File: src/rtl/ex_stage_md.sv
// miniRV execute stage: single-cycle ALU/next-PC plus iterative RV32M unit,
// with a registered valid/ready result. States: IDLE | waiting for operands; BUSY | iterating.
module ex_stage_md #(
  parameter int XLEN     = 32,
  parameter bit FAST_MUL = 1'b0
) (
  input  logic            clk,
  input  logic            rst,
  input  logic            flush,
  input  logic            in_valid,
  output logic            in_ready,
  input  logic [XLEN-1:0] in_pc,
  input  logic [XLEN-1:0] in_rs1,
  input  logic [XLEN-1:0] in_rs2,
  input  logic [XLEN-1:0] in_imm,
  input  logic            in_alua_sel,
  input  logic            in_alub_sel,
  input  logic [3:0]      in_alu_op,
  input  logic [1:0]      in_npc_op,
  input  logic            in_md_en,
  input  logic [2:0]      in_md_op,
  output logic            out_valid,
  input  logic            out_ready,
  output logic [XLEN-1:0] out_result,
  output logic [XLEN-1:0] out_pc4,
  output logic            out_jump,
  output logic [XLEN-1:0] out_npc,
  output logic            busy
);
  localparam int CW = $clog2(XLEN);
  localparam logic [3:0] ALU_ADD = 4'd0, ALU_SUB = 4'd1, ALU_AND = 4'd2, ALU_OR = 4'd3,
                         ALU_XOR = 4'd4, ALU_SLL = 4'd5, ALU_SRL = 4'd6, ALU_SRA = 4'd7,
                         ALU_SLT = 4'd8, ALU_SLTU = 4'd9, ALU_BEQ = 4'd10, ALU_BNE = 4'd11,
                         ALU_BLT = 4'd12, ALU_BGE = 4'd13, ALU_BLTU = 4'd14, ALU_BGEU = 4'd15;
  localparam logic [XLEN-1:0] XMIN = {1'b1, {(XLEN-1){1'b0}}};

  typedef enum logic {IDLE, BUSY} state_t;
  state_t state_q, state_d;

  logic [CW-1:0]     cnt_q, cnt_d;
  logic [XLEN-1:0]   a_q, a_d, b_q, b_d;
  logic [2*XLEN-1:0] p_q, p_d;
  logic [2:0]        op_q, op_d;
  logic              neg_q, neg_d;
  logic              out_valid_q, out_valid_d, out_jump_q, out_jump_d;
  logic [XLEN-1:0]   out_result_q, out_result_d, out_pc4_q, out_pc4_d, out_npc_q, out_npc_d;

  logic [XLEN-1:0] alu_a, alu_b, alu_c, pc4, br_tgt, npc;
  logic            alu_f, jump, accept;

  assign in_ready = !rst && (state_q == IDLE) && (!out_valid_q || out_ready);
  assign accept   = in_valid && in_ready;
  assign pc4      = in_pc + XLEN'(4);
  assign br_tgt   = in_pc + in_imm;

  always_comb begin
    alu_a = in_alua_sel ? in_pc : in_rs1;
    alu_b = in_alub_sel ? in_imm : in_rs2;
    alu_c = '0;
    alu_f = 1'b0;
    case (in_alu_op)
      ALU_ADD:  alu_c = alu_a + alu_b;
      ALU_SUB:  alu_c = alu_a - alu_b;
      ALU_AND:  alu_c = alu_a & alu_b;
      ALU_OR:   alu_c = alu_a | alu_b;
      ALU_XOR:  alu_c = alu_a ^ alu_b;
      ALU_SLL:  alu_c = alu_a << alu_b[CW-1:0];
      ALU_SRL:  alu_c = alu_a >> alu_b[CW-1:0];
      ALU_SRA:  alu_c = $unsigned($signed(alu_a) >>> alu_b[CW-1:0]);
      ALU_SLT:  alu_c = {{(XLEN-1){1'b0}}, $signed(alu_a) < $signed(alu_b)};
      ALU_SLTU: alu_c = {{(XLEN-1){1'b0}}, alu_a < alu_b};
      ALU_BEQ:  alu_f = (alu_a == alu_b);
      ALU_BNE:  alu_f = (alu_a != alu_b);
      ALU_BLT:  alu_f = ($signed(alu_a) < $signed(alu_b));
      ALU_BGE:  alu_f = ($signed(alu_a) >= $signed(alu_b));
      ALU_BLTU: alu_f = (alu_a < alu_b);
      ALU_BGEU: alu_f = (alu_a >= alu_b);
      default:  alu_c = '0;
    endcase
    jump = in_npc_op[1] || (in_npc_op[0] && alu_f);
    case (in_npc_op)
      2'b01:   npc = alu_f ? br_tgt : pc4;
      2'b10:   npc = br_tgt;
      2'b11:   npc = alu_c & ~XLEN'(1);
      default: npc = pc4;
    endcase
  end

  // Operand conditioning for the M unit: iterate on magnitudes, fix the sign at the end.
  logic              a_sgn, b_sgn, a_neg, b_neg, md_neg, div_zero, div_ovf, md_quick;
  logic [XLEN-1:0]   a_mag, b_mag, quick_res;
  logic [2*XLEN-1:0] fa, fb, fast_prod;

  always_comb begin
    a_sgn    = (in_md_op == 3'd1) || (in_md_op == 3'd2) || (in_md_op == 3'd4) || (in_md_op == 3'd6);
    b_sgn    = (in_md_op == 3'd1) || (in_md_op == 3'd4) || (in_md_op == 3'd6);
    a_neg    = a_sgn && in_rs1[XLEN-1];
    b_neg    = b_sgn && in_rs2[XLEN-1];
    a_mag    = a_neg ? -in_rs1 : in_rs1;
    b_mag    = b_neg ? -in_rs2 : in_rs2;
    md_neg   = (in_md_op[2] && in_md_op[1]) ? a_neg : (a_neg ^ b_neg);
    div_zero = in_md_op[2] && (in_rs2 == '0);
    div_ovf  = in_md_op[2] && !in_md_op[0] && (in_rs1 == XMIN) && (in_rs2 == '1);
    md_quick = div_zero || div_ovf || (FAST_MUL && !in_md_op[2]);
    fa        = {{XLEN{a_neg}}, in_rs1};
    fb        = {{XLEN{b_neg}}, in_rs2};
    fast_prod = fa * fb;
    if (div_zero)                quick_res = in_md_op[1] ? in_rs1 : '1;
    else if (div_ovf)            quick_res = in_md_op[1] ? '0 : XMIN;
    else if (in_md_op[1:0] == 0) quick_res = fast_prod[XLEN-1:0];
    else                         quick_res = fast_prod[2*XLEN-1:XLEN];
  end

  // One iteration: shift-add multiply (multiplier in p low half) or restoring divide step.
  logic [XLEN:0]     mul_sum, div_r, div_diff;
  logic [XLEN-1:0]   it_a, div_val;
  logic [2*XLEN-1:0] it_p, mul_full;
  logic [XLEN-1:0]   fin_res;

  always_comb begin
    mul_sum  = {1'b0, p_q[2*XLEN-1:XLEN]} + (p_q[0] ? {1'b0, a_q} : '0);
    div_r    = {p_q[XLEN-1:0], a_q[XLEN-1]};
    div_diff = div_r - {1'b0, b_q};
    if (op_q[2]) begin
      it_p = {p_q[2*XLEN-1:XLEN], div_diff[XLEN] ? div_r[XLEN-1:0] : div_diff[XLEN-1:0]};
      it_a = {a_q[XLEN-2:0], !div_diff[XLEN]};
    end else begin
      it_p = {mul_sum, p_q[XLEN-1:1]};
      it_a = a_q;
    end
    mul_full = neg_q ? -it_p : it_p;
    div_val  = op_q[1] ? it_p[XLEN-1:0] : it_a;
    if (op_q[2])                fin_res = neg_q ? -div_val : div_val;
    else if (op_q[1:0] == 2'd0) fin_res = mul_full[XLEN-1:0];
    else                        fin_res = mul_full[2*XLEN-1:XLEN];
  end

  always_comb begin
    state_d      = state_q;
    cnt_d        = cnt_q;
    a_d          = a_q;
    b_d          = b_q;
    p_d          = p_q;
    op_d         = op_q;
    neg_d        = neg_q;
    out_valid_d  = out_valid_q && !out_ready;
    out_result_d = out_result_q;
    out_pc4_d    = out_pc4_q;
    out_jump_d   = out_jump_q;
    out_npc_d    = out_npc_q;
    case (state_q)
      IDLE: begin
        if (accept) begin
          out_pc4_d = pc4;
          if (in_md_en) begin
            out_jump_d = 1'b0;
            out_npc_d  = pc4;
            if (md_quick) begin
              out_valid_d  = 1'b1;
              out_result_d = quick_res;
            end else begin
              state_d = BUSY;
              cnt_d   = CW'(XLEN-1);
              a_d     = a_mag;
              b_d     = b_mag;
              p_d     = in_md_op[2] ? '0 : {{XLEN{1'b0}}, b_mag};
              op_d    = in_md_op;
              neg_d   = md_neg;
            end
          end else begin
            out_valid_d  = 1'b1;
            out_result_d = in_npc_op[1] ? pc4 : alu_c;
            out_jump_d   = jump;
            out_npc_d    = npc;
          end
        end
      end
      BUSY: begin
        a_d   = it_a;
        p_d   = it_p;
        cnt_d = cnt_q - CW'(1);
        if (cnt_q == '0) begin
          state_d      = IDLE;
          cnt_d        = '0;
          out_valid_d  = 1'b1;
          out_result_d = fin_res;
        end
      end
      default: state_d = IDLE;
    endcase
    if (flush) begin
      state_d     = IDLE;
      out_valid_d = 1'b0;
      cnt_d       = '0;
    end
  end

  always_ff @(posedge clk) begin
    if (rst) begin
      state_q      <= IDLE;
      cnt_q        <= '0;
      a_q          <= '0;
      b_q          <= '0;
      p_q          <= '0;
      op_q         <= '0;
      neg_q        <= 1'b0;
      out_valid_q  <= 1'b0;
      out_result_q <= '0;
      out_pc4_q    <= '0;
      out_jump_q   <= 1'b0;
      out_npc_q    <= '0;
    end else begin
      state_q      <= state_d;
      cnt_q        <= cnt_d;
      a_q          <= a_d;
      b_q          <= b_d;
      p_q          <= p_d;
      op_q         <= op_d;
      neg_q        <= neg_d;
      out_valid_q  <= out_valid_d;
      out_result_q <= out_result_d;
      out_pc4_q    <= out_pc4_d;
      out_jump_q   <= out_jump_d;
      out_npc_q    <= out_npc_d;
    end
  end

  assign out_valid  = out_valid_q;
  assign out_result = out_result_q;
  assign out_pc4    = out_pc4_q;
  assign out_jump   = out_jump_q;
  assign out_npc    = out_npc_q;
  assign busy       = (state_q == BUSY);

endmodule

File: config.mk
export PLATFORM = sky130hd
export DESIGN_NAME = ex_stage_md
export DESIGN_NICKNAME = d
export VERILOG_FILES = /design/src/rtl/ex_stage_md.sv
export SDC_FILE = /design/constraint.sdc
export NUM_CORES = 2
export LEC_CHECK = 0
export ABC_AREA = 1
export ABC_CLOCK_PERIOD_IN_PS = 9500
export CELL_PAD_IN_SITES_DETAIL_PLACEMENT = 1
export CELL_PAD_IN_SITES_GLOBAL_PLACEMENT = 1
export CORE_ASPECT_RATIO = 1.5
export CORE_MARGIN = 2
export CORE_UTILIZATION = 40
export DETAILED_ROUTE_END_ITERATION = 8
export PLACE_DENSITY = 0.8
export SETUP_SLACK_MARGIN = 0.2
export SLEW_MARGIN = 10
export SYNTH_ARGS = -nofsm -noshare
export SYNTH_HDL_FRONTEND = slang
export SYNTH_SLANG_ARGS = --single-unit
File: constraint.sdc
create_clock -name clk -period 9.5 [get_ports clk]
set_input_delay 0.95 -clock clk [delete_from_list [all_inputs] [get_ports clk]]
set_output_delay 0.95 -clock clk [all_outputs]
set_load 0.02 [all_outputs]
==> flow_metrics.env <==
export IMPL_final_area_um2=83600
export IMPL_synth_area_um2=74500
export IMPL_synth_fp_nets=13000
export IMPL_r2r_worst_path_cells=30
export IMPL_cp_data_required_time_ns=10.07
export IMPL_cts_htree_levels=1
export IMPL_critPathArrivalTime_ns=9.56
export IMPL_tritoncts="done"
export IMPL_grtUsageMet1_pct=46.9
export IMPL_gp_congestion=1.03
export IMPL_status="finished, final reports clean"
export IMPL_syn_inst=11300
export IMPL_async_flop_share_pct=0
export IMPL_clock_sinks=236
export IMPL_maxCapViolations=0
export IMPL_ys_warn_count=0
export IMPL_post_route_period_util_pct=94.7
export IMPL_grt_usage_pct=42.2
export IMPL_grt_max_degree=78
export IMPL_dp_hpwl_um=340000
export IMPL_ys_seq_area_share_pct=6.34
export IMPL_rsz0062_at_grt="false"
export IMPL_worst_slack_ns=0.507
export IMPL_drtPass1Iterations=6
export IMPL_grt_busiest_layer="met2"
export IMPL_post_route_util_pct=45.0
export IMPL_relSlewSlack_pct=17.6
export IMPL_critPathLaunchType="input port"
export IMPL_avgViaCountPerCell=5.73
export IMPL_met2_usage_pct=70.5
export IMPL_dpl_cell_area_um2=82300
export IMPL_wl_per_cell_um=28.8
export IMPL_numCtsBuffers=30
export IMPL_hold_path_class="flop to flop"
export IMPL_finalMaxSlewViolations=0
export IMPL_period_needed_ns=8.99
export IMPL_pre_cts_ws_ns=-0.662
export IMPL_dieArea_um2=190000
export IMPL_drcViolationCount=0
export IMPL_dpl_cell_count=14000
export IMPL_die_h_um=533
export IMPL_rows=194
export IMPL_yosys_most_used_dff="dfxtp_1"
export IMPL_r2r_slack_ns=4.06
export IMPL_tightest_slew_ns=1.22
export IMPL_routed_wl_um=406000
export IMPL_drive_above_1_share_pct=8.75
export IMPL_ios=245
export IMPL_final_nets=13300
export IMPL_initial_core_util_pct=40.1
export IMPL_cts_root_buf="clkbuf_16"
export IMPL_hold_path_depth=2
export IMPL_max_freq_ghz=0.111
export IMPL_antenna_found_initial=46
export IMPL_mostFrequentLayoutCell="nand2_1"
export IMPL_io_buffers=244
export IMPL_slowest_delay_ns=0.63
export IMPL_coreArea_um2=186000
export IMPL_die_w_um=356
export IMPL_grt_overflow_total=0
export IMPL_grtUsageMet3_pct=7.76
export IMPL_yosysUniqueCellTypes=76
export IMPL_timing_critical_path_to_type="flop"
export IMPL_antenna_left=0
export IMPL_synth_edf_count=0
export IMPL_path_common_cell="fa_1"
export IMPL_cts_buffer_depth=3
export IMPL_ys_seq_elements=236
export IMPL_grt_pass1_wl_um=585000
export IMPL_clk_pin_slew_ns=0.07
export IMPL_setup_violations=0
export IMPL_first_iter_violations=6601
export IMPL_crit_fanout=12
export IMPL_slowest_stage="fa_2"
export IMPL_avgSynthCellArea_um2=6.59
export IMPL_clk_latency_ns=0.65
export IMPL_skew_ns=0.0237
export IMPL_instances_no_fill=14100
export IMPL_hold_viol_final=0
export IMPL_grt_pass1_vias=88000
export IMPL_mostFrequentLayoutCells="3163 x nand2_1, 2355 x inv_1, 1124 x fa_1, 670 x nor2_1, 553 x o21ai_0"
export IMPL_num_vias=80700
export IMPL_crit_type="input port to flop"
export IMPL_syn_to_final_growth_pct=12.2
export IMPL_nFillCells=24300
[state kept, by name, indices dropped and copies added, names as in the netlist, 3 cells and up]
name        cells
b_q            32
out_result     32
out_npc        32
op_q            3
cnt_q           5
a_q            32
out_pc4        32
p_q            64
[logic make-up (layout without fill, tap and decap cells)]
logic type	after synthesis	after routing	share of synthesized area (%)
fa+ha+maj	1541	1541	37.3
compound gates	1581	1581	12.1
other cells	0	18	0
xor+xnor	197	197	2.33
simple gates	4777	4777	26.7
mux	13	13	0.175
buf+inv	2957	3272	15.1
flops	236	236	6.34
[worst paths after layout]
| path | start | endpoint |
|---|---|---|
| setup / recovery | in_md_op[0] | out_result[17] |
| hold reg to reg | out_pc4[17] | out_pc4[17] |
| setup reg to reg | a_q[31] | out_result[25] |
| hold / removal | out_pc4[17] | out_pc4[17] |
[through the flow]
step	hold WS, ns	TNS (ns)
after detailed placement	0.459	-9.13
after floorplan	0.440	0
after global routing	0.489	0
after global placement	0.452	-5.22
final	0.468	0
after CTS	0.468	0
[repair_timing]
item / 4_1_cts / 5_1_grt
setup buffers: 0 / 6
hold buffers: 0 / 0
gates resized for setup: 8 / 49
pin swaps: 1 / 9
endpoints found under the setup margin: 6 / 31
endpoints found under the hold margin: 0 / 0
[cell type report]
| cell class | instances | area [µm²] | share of cell area [%] |
|---|---|---|---|
| Antenna cell | 18 | 45.0 | 0.0539 |
| Clock buffer | 37 | 807 | 0.965 |
| Clock inverter | 18 | 277 | 0.331 |
| Inverter | 2397 | 9000 | 10.8 |
| Multi-Input combinational cell | 8109 | 58800 | 70.3 |
| Sequential cell | 236 | 4740 | 5.66 |
| Tap cell | 2450 | 3070 | 3.67 |
| Timing Repair Buffer | 820 | 6930 | 8.28 |
[worst max-delay path: cells and delay by family]
kind	cells	cell delay, ns
adder cells (fa/ha/maj)	9	4.31
buffers and inverters	13	1.84
AND/OR/NAND/NOR	10	1.29
AO/OA/AOI/OAI	7	1.13
[layer usage]
| layer | vias up | part of all wire (%) |
|---|---|---|
| li1 | 35000 | - |
| met1 | 40500 | 36 |
| met2 | 3750 | 47 |
| met3 | 1460 | 7.4 |
| met4 | 28 | 9.8 |
| met5 | - | 0.047 |
[synthesized netlist by cell type (21+ instances only)]
cell,count,share of area [%]
inv_2,21,0.11
a21oi_1,555,3.7
clkbuf_1,351,1.8
a31oi_1,77,0.65
a21o_1,23,0.23
nand3_1,500,3.4
a22oi_1,30,0.30
o211ai_1,70,0.71
o221ai_1,21,0.25
or2_2,63,0.53
nand2_2,61,0.51
nor4_1,25,0.21
ha_1,411,6.9
nor2_2,27,0.23
nand4_1,93,0.78
dfxtp_1,236,6.3
inv_1,2361,12
nand2_1,3166,16
o22ai_1,34,0.29
buf_2,49,0.33
buf_1,139,0.70
o21ai_0,564,3.8
o21a_1,25,0.25
a221oi_1,27,0.32
xor2_1,141,1.7
o21ai_1,28,0.19
fa_1,1130,30
nor2_1,684,3.4
nor3_1,70,0.47
xnor2_1,55,0.65
Power is not shown: default switching activity piles up to over one toggle a cycle in this logic, so the estimate is an artifact.
